File: config.mk
export PLATFORM = sky130hd
export DESIGN_NAME = vga_delay_line_flat
export DESIGN_NICKNAME = d
export VERILOG_FILES = /design/src/rtl/vga_delay_line_if.sv /design/src/rtl/vga_delay_line.sv /design/src/flat_wrapper.sv
export SDC_FILE = /design/constraint.sdc
export NUM_CORES = 1
export LEC_CHECK = 0
export CAP_MARGIN = 25
export CORE_UTILIZATION = 25
export DETAILED_ROUTE_END_ITERATION = 10
export DONT_BUFFER_PORTS = 1
export HOLD_SLACK_MARGIN = 0.02
export PLACE_DENSITY = 0.48
export SLEW_MARGIN = 20
export SYNTH_ARGS = -nofsm -noshare
export SYNTH_HDL_FRONTEND = slang
export SYNTH_SLANG_ARGS = --single-unit
File: constraint.sdc
create_clock -name clk -period 5.6 [get_ports clk]
set_clock_uncertainty 0.15 [all_clocks]
set_input_delay 1.12 -clock clk [delete_from_list [all_inputs] [get_ports clk]]
set_output_delay 1.12 -clock clk [all_outputs]
set_load 0.01 [all_outputs]
File: src/rtl/vga_delay_line_if.sv
// vga_delay_line_if: control, timing-in and timing-out bundle of the VGA delay line
interface vga_delay_line_if #(
    parameter int WIDTH = 11,
    parameter int DEPTH = 8
);
    localparam int DW = $clog2(DEPTH + 1);
    logic             ce;
    logic [DW-1:0]    delay;
    logic             in_hsync;
    logic             in_vsync;
    logic [WIDTH-1:0] in_hdata;
    logic [WIDTH-1:0] in_vdata;
    logic             in_blank;
    logic             out_hsync;
    logic             out_vsync;
    logic [WIDTH-1:0] out_hdata;
    logic [WIDTH-1:0] out_vdata;
    logic             out_blank;
    logic             out_valid;
    modport master (
        output ce, delay, in_hsync, in_vsync, in_hdata, in_vdata, in_blank,
        input  out_hsync, out_vsync, out_hdata, out_vdata, out_blank, out_valid
    );
    modport slave (
        input  ce, delay, in_hsync, in_vsync, in_hdata, in_vdata, in_blank,
        output out_hsync, out_vsync, out_hdata, out_vdata, out_blank, out_valid
    );
endinterface

File: src/rtl/vga_delay_line.sv
// vga_delay_line: frame-synchronous adjustable delay (1..DEPTH ce cycles) of the VGA timing bundle
module vga_delay_line #(
    parameter int   WIDTH         = 11,
    parameter int   DEPTH         = 8,
    parameter int   DEFAULT_DELAY = 1,
    parameter logic SYNC_ACTIVE   = 1'b0
) (
    input logic clk,
    input logic rst_n,
    vga_delay_line_if.slave bus
);
    localparam int DW = $clog2(DEPTH + 1);
    localparam int BW = 2 * WIDTH + 3;
    localparam int SN = DEPTH > 1 ? DEPTH - 1 : 1;
    localparam logic [BW-1:0] IDLE = {~SYNC_ACTIVE, ~SYNC_ACTIVE, {WIDTH{1'b0}}, {WIDTH{1'b0}}, 1'b1};

    logic [BW-1:0] s [SN];
    logic [BW-1:0] tv [2**DW];
    logic [BW-1:0] inb, tap, ob;
    logic [DW-1:0] dq, fill, dc, dq_n, fill_n;
    logic          pv, fs, chg, vn, ov;

    always_comb begin
        inb = {bus.in_hsync, bus.in_vsync, bus.in_hdata, bus.in_vdata, bus.in_blank};
        dc = bus.delay == '0 ? DW'(1) : bus.delay > DW'(DEPTH) ? DW'(DEPTH) : bus.delay;
        fs = bus.in_vsync == SYNC_ACTIVE && pv != SYNC_ACTIVE;
        chg = fs && dc != dq;
        dq_n = chg ? dc : dq;
        fill_n = chg ? DW'(1) : fill >= dq ? dq : fill + DW'(1);
        vn = fill_n >= dq_n;
        for (int k = 0; k < 2**DW; k++) tv[k] = IDLE;
        tv[1] = inb;
        // tap k reaches the sample taken k-1 ce edges ago
        for (int k = 2; k <= DEPTH; k++) tv[k] = s[k-2];
        tap = tv[dq_n];
    end

    always_ff @(posedge clk or negedge rst_n) begin
        if (!rst_n) begin
            pv <= ~SYNC_ACTIVE;
            dq <= DW'(DEFAULT_DELAY);
            fill <= '0;
            ov <= 1'b0;
            ob <= IDLE;
            for (int k = 0; k < SN; k++) s[k] <= IDLE;
        end else if (bus.ce) begin
            pv <= bus.in_vsync;
            dq <= dq_n;
            fill <= fill_n;
            ov <= vn;
            ob <= vn ? tap : IDLE;
            s[0] <= inb;
            for (int k = 1; k < SN; k++) s[k] <= s[k-1];
        end
    end

    assign {bus.out_hsync, bus.out_vsync, bus.out_hdata, bus.out_vdata, bus.out_blank} = ob;
    assign bus.out_valid = ov;
endmodule

File: src/flat_wrapper.sv
// flat-port wrapper written by rule: the top's interface ports become plain ports
module vga_delay_line_flat 
#(
    parameter int   WIDTH         = 11,
    parameter int   DEPTH         = 8,
    parameter int   DEFAULT_DELAY = 1,
    parameter logic SYNC_ACTIVE   = 1'b0
)
  (clk, rst_n, bus_ce, bus_delay, bus_in_hsync, bus_in_vsync, bus_in_hdata, bus_in_vdata, bus_in_blank, bus_out_hsync, bus_out_vsync, bus_out_hdata, bus_out_vdata, bus_out_blank, bus_out_valid);
  vga_delay_line_if #(.WIDTH(WIDTH), .DEPTH(DEPTH)) bus_i ();
  input logic clk;
  input logic rst_n;
  input wire logic [$bits(bus_i.ce)-1:0] bus_ce;
  input wire logic [$bits(bus_i.delay)-1:0] bus_delay;
  input wire logic [$bits(bus_i.in_hsync)-1:0] bus_in_hsync;
  input wire logic [$bits(bus_i.in_vsync)-1:0] bus_in_vsync;
  input wire logic [$bits(bus_i.in_hdata)-1:0] bus_in_hdata;
  input wire logic [$bits(bus_i.in_vdata)-1:0] bus_in_vdata;
  input wire logic [$bits(bus_i.in_blank)-1:0] bus_in_blank;
  output wire logic [$bits(bus_i.out_hsync)-1:0] bus_out_hsync;
  output wire logic [$bits(bus_i.out_vsync)-1:0] bus_out_vsync;
  output wire logic [$bits(bus_i.out_hdata)-1:0] bus_out_hdata;
  output wire logic [$bits(bus_i.out_vdata)-1:0] bus_out_vdata;
  output wire logic [$bits(bus_i.out_blank)-1:0] bus_out_blank;
  output wire logic [$bits(bus_i.out_valid)-1:0] bus_out_valid;
  assign bus_i.ce = bus_ce;
  assign bus_i.delay = bus_delay;
  assign bus_i.in_hsync = bus_in_hsync;
  assign bus_i.in_vsync = bus_in_vsync;
  assign bus_i.in_hdata = bus_in_hdata;
  assign bus_i.in_vdata = bus_in_vdata;
  assign bus_i.in_blank = bus_in_blank;
  assign bus_out_hsync = bus_i.out_hsync;
  assign bus_out_vsync = bus_i.out_vsync;
  assign bus_out_hdata = bus_i.out_hdata;
  assign bus_out_vdata = bus_i.out_vdata;
  assign bus_out_blank = bus_i.out_blank;
  assign bus_out_valid = bus_i.out_valid;
  vga_delay_line #(.WIDTH(WIDTH), .DEPTH(DEPTH), .DEFAULT_DELAY(DEFAULT_DELAY), .SYNC_ACTIVE(SYNC_ACTIVE)) u_core (.clk(clk), .rst_n(rst_n), .bus(bus_i));
endmodule
==> results.txt <==
Critical-path maximum fanout: 11
Hpwl dp: 14020 µm
RSZ-0062 raised after global routing: no
Initial antenna violation count: 0
VDD IR max: 0.2307 mV
Slowest CP cell: dfstp_2
Final cycle utilization of the critical path: 73.18%
Port bufs: 0
TNS Setup: 0 ns
Max Fclk: 244.0 MHz
DRC violations left: 0
DR WL met3: 1198 µm
Slew @ Worst Pin: 0.7995 ns
NetSw: 1.542 mW
Total Routing Usage GR: 12.27%
Slowest cell delay on critical path: 0.67 ns
CP Capture Type: register
Flop pwr share: 47.3%
Core Area: 39640 µm²
Nature of the critical path startpoint: register
Final min period: 4.098 ns
Switch share: 31.49%
Nets: 864
TritonCTS clock tree: built
Initial DRC count: 386
Top post-synthesis cells by area: dfrtp_1 46%, mux2_2 20%, dfstp_2 6.5%, nand2_1 3.4%, a21oi_1 2.3%
Max_slew headroom: 46.70%
Commonest non-fill, non-tap cell in the layout: dfrtp_1
Post-synth EDFFs: 0
Cell mode on critical path: a21o_1
Starting density of the core: 25.34%
Chip width: 202.5 µm
Final Hold Fails: 0
Resized cells post-CTS: 0
Clk network pwr share: 29.1%
Synth-to-layout area growth: 12.02%
FF+latch count, synth: 209
CTS root buffer: clkbuf_16
Avg Inst Size Synth: 11.82 µm²
Cells after Synth: 850
Sink Count: 209
First-pass GRT wire length: 39880 µm
Post-DP Area: 10560 µm²
Pwr per Cell Area: 435.0 nW/µm²
WL met1: 11780 µm
Synth Flop Type: dfrtp_1
Min-Delay Path Class: in -> async
Final slew viol count: 0
GPL Wtd Cong: 0.7682
Synth cell types: 53
Status: finished clean
# diodes: 0
Die area: 40990 µm²
CP arrival: 4.35 ns
Share of layout cells above drive strength 1: 31.70%
Leak Pwr: 4.529 nW
# rows: 73
Internal: 3.354 mW
Logic pwr share: 23.7%
Top Metal Used: met4
Post-Syn Area: 10050 µm²
Clock latency on the worst-skew pair: 0.53 ns
Cts hold-fix bufs: 0
Final wirelength: 24960 µm
I/O pin cnt: 58
Sequential area share after synthesis: 52.37%
Die Y: 202.5 µm
Syn Nets: 891
Fillers: 4134
CTS Buf Count: 22
Commonest cells after routing, fill and taps aside: 184 x dfrtp_1, 182 x mux2_2, 90 x nand2_1, 46 x a21oi_1, 29 x nand3_1
DRT antenna net count: 0
Critical path type: reg -> reg
Area leader, netlist: dfrtp_1
MaxCap Viol Count: 0
First drt pass iteration count: 4
Warning count from the yosys run: 0
Vias: 6565
Metal2 WL: 11320 µm
Clock Path Buffers: 3
Vias in the first global route: 6632
Largest net degree at the start of global routing: 210
Final setup fails: 0
Worst-path clk slew: 0.06 ns
H-tree levels: 1
Worst Path Required: 5.85 ns
Fin area: 11250 µm²
Routed vias/inst: 4.813
Post-CTS Setup Repair Bufs: 0
Synth async-reset ratio: 100.0%
Util after Layout: 28.39%
Gr ovfl total: 0
Routed wire per std cell: 18.30 µm
CP Cell Sequence: ha_1 > nand2b_1 > a21o_1 > a21o_1 > a21oi_1 > nor2_1 > a211oi_1 > ha_1 > nand2b_1 > a21o_1 > a21o_1 > a21oi_1 > nand2b_1 > a21oi_1 > o32a_1
Post-synth top area share: 45.83%
cell usage after synthesis, types with 2 or more instances:
master and count:
nand2b_1 6, dfrtp_1 184, nor4_1 15, and2_1 2
ha_1 9, a21oi_1 46, mux2i_1 2, mux4_2 3
o21ai_0 4, a31oi_1 2, o32a_1 8, nand3_1 29
inv_1 10, xnor2_1 3, nand2_1 90, mux2_2 182
buf_1 7, nor2b_1 12, nor3_1 15, nor2_1 17
o31ai_1 14, clkbuf_1 45, a21o_1 4, o41ai_1 2
or4_1 8, inv_2 4, mux2_1 12, a22oi_1 14
buf_4 3, o22ai_1 7, a211o_1 8, a211oi_1 12
o221ai_1 2, buf_2 9, o2bb2ai_1 4, dfstp_2 25
a221oi_1 15
routing by layer:
| metal | global-route usage, % | up-vias |
|---|---|---|
| met2 | 19.06 | 114 |
| met4 | 3.598 | 0 |
| met5 | 0 | - |
| met1 | 16.85 | 3333 |
| met3 | 2.970 | 50 |
| li1 | - | 3068 |
power groups by stage:
stage	registers, mW	logic (mW)	clock network (mW)
3_5_place_dp	2.35	1.17	0
2_1_floorplan	2.20	0.965	0
3_3_place_gp	2.35	1.15	0
6_report	2.32	1.16	1.42
5_1_grt	2.39	1.30	1.52
4_1_cts	2.33	1.17	1.47
worst max-delay path: cells and delay by family (launching register included):
family	cells	cell delay (ns)
adder cells (fa/ha/maj)	2	0.55
AND/OR/NAND/NOR	4	0.88
flip-flops	1	0.67
AO/OA/AOI/OAI	9	1.74
cells by family (layout without fill, tap and decap cells):
family | Yosys count | count (layout) | synth area share, %
xor gates and xnor gates | 4 | 4 | 0.3488
and+or+nand+nor | 200 | 200 | 9.615
AOI/OAI and AO/OA | 150 | 150 | 10.64
adders and majority gates | 9 | 9 | 1.121
DFF | 209 | 209 | 52.37
buffers and inverters | 78 | 67 | 3.139
muxes | 200 | 200 | 22.77
layout make-up:
cell class	instances	area, µm²	share of cell area, %
multi-input cells	563	4493	39.93
repair buffers	13	97.59	0.8672
flip-flops and latches	209	5261	46.75
clock buffers	38	670.6	5.960
clock inverters	2	21.27	0.1890
inverters	14	52.55	0.4670
well taps	525	656.9	5.837
registers in the layout (all words and copies together) (netlist names):
register / cells
u_core.dq: 4
u_core.bus.out_valid: 1
u_core.s: 175
u_core.fill: 4
u_core.ob: 25
worst paths after layout:
check,depth (start not counted),slack [ns],start,endpoint
max,15,1.50,u_core.dq[0],u_core.ob[5]
min,0,0.15,rst_n,u_core.s[140]
max reg2reg,15,1.50,u_core.dq[0],u_core.ob[5]
min reg2reg,2,0.34,u_core.s[49],u_core.s[24]
max in group asynchronous,0,4.78,rst_n,u_core.s[100]
min in group clk,2,0.34,u_core.s[49],u_core.s[24]
stage by stage:
step | instances | hold slack [ns] | total power [mW] | worst slack (ns)
floorplan | 850 | 0.3147 | 3.168 | 0.8690
global placement | 1324 | 0.3322 | 3.499 | 1.119
detailed placement | 1324 | 0.3322 | 3.519 | 1.060
CTS | 1364 | 0.1214 | 4.972 | 1.486
global route | 1364 | 0.1175 | 5.209 | 1.223
finish | 1364 | 0.1480 | 4.895 | 1.502
(Power assumes the default switching activity.)
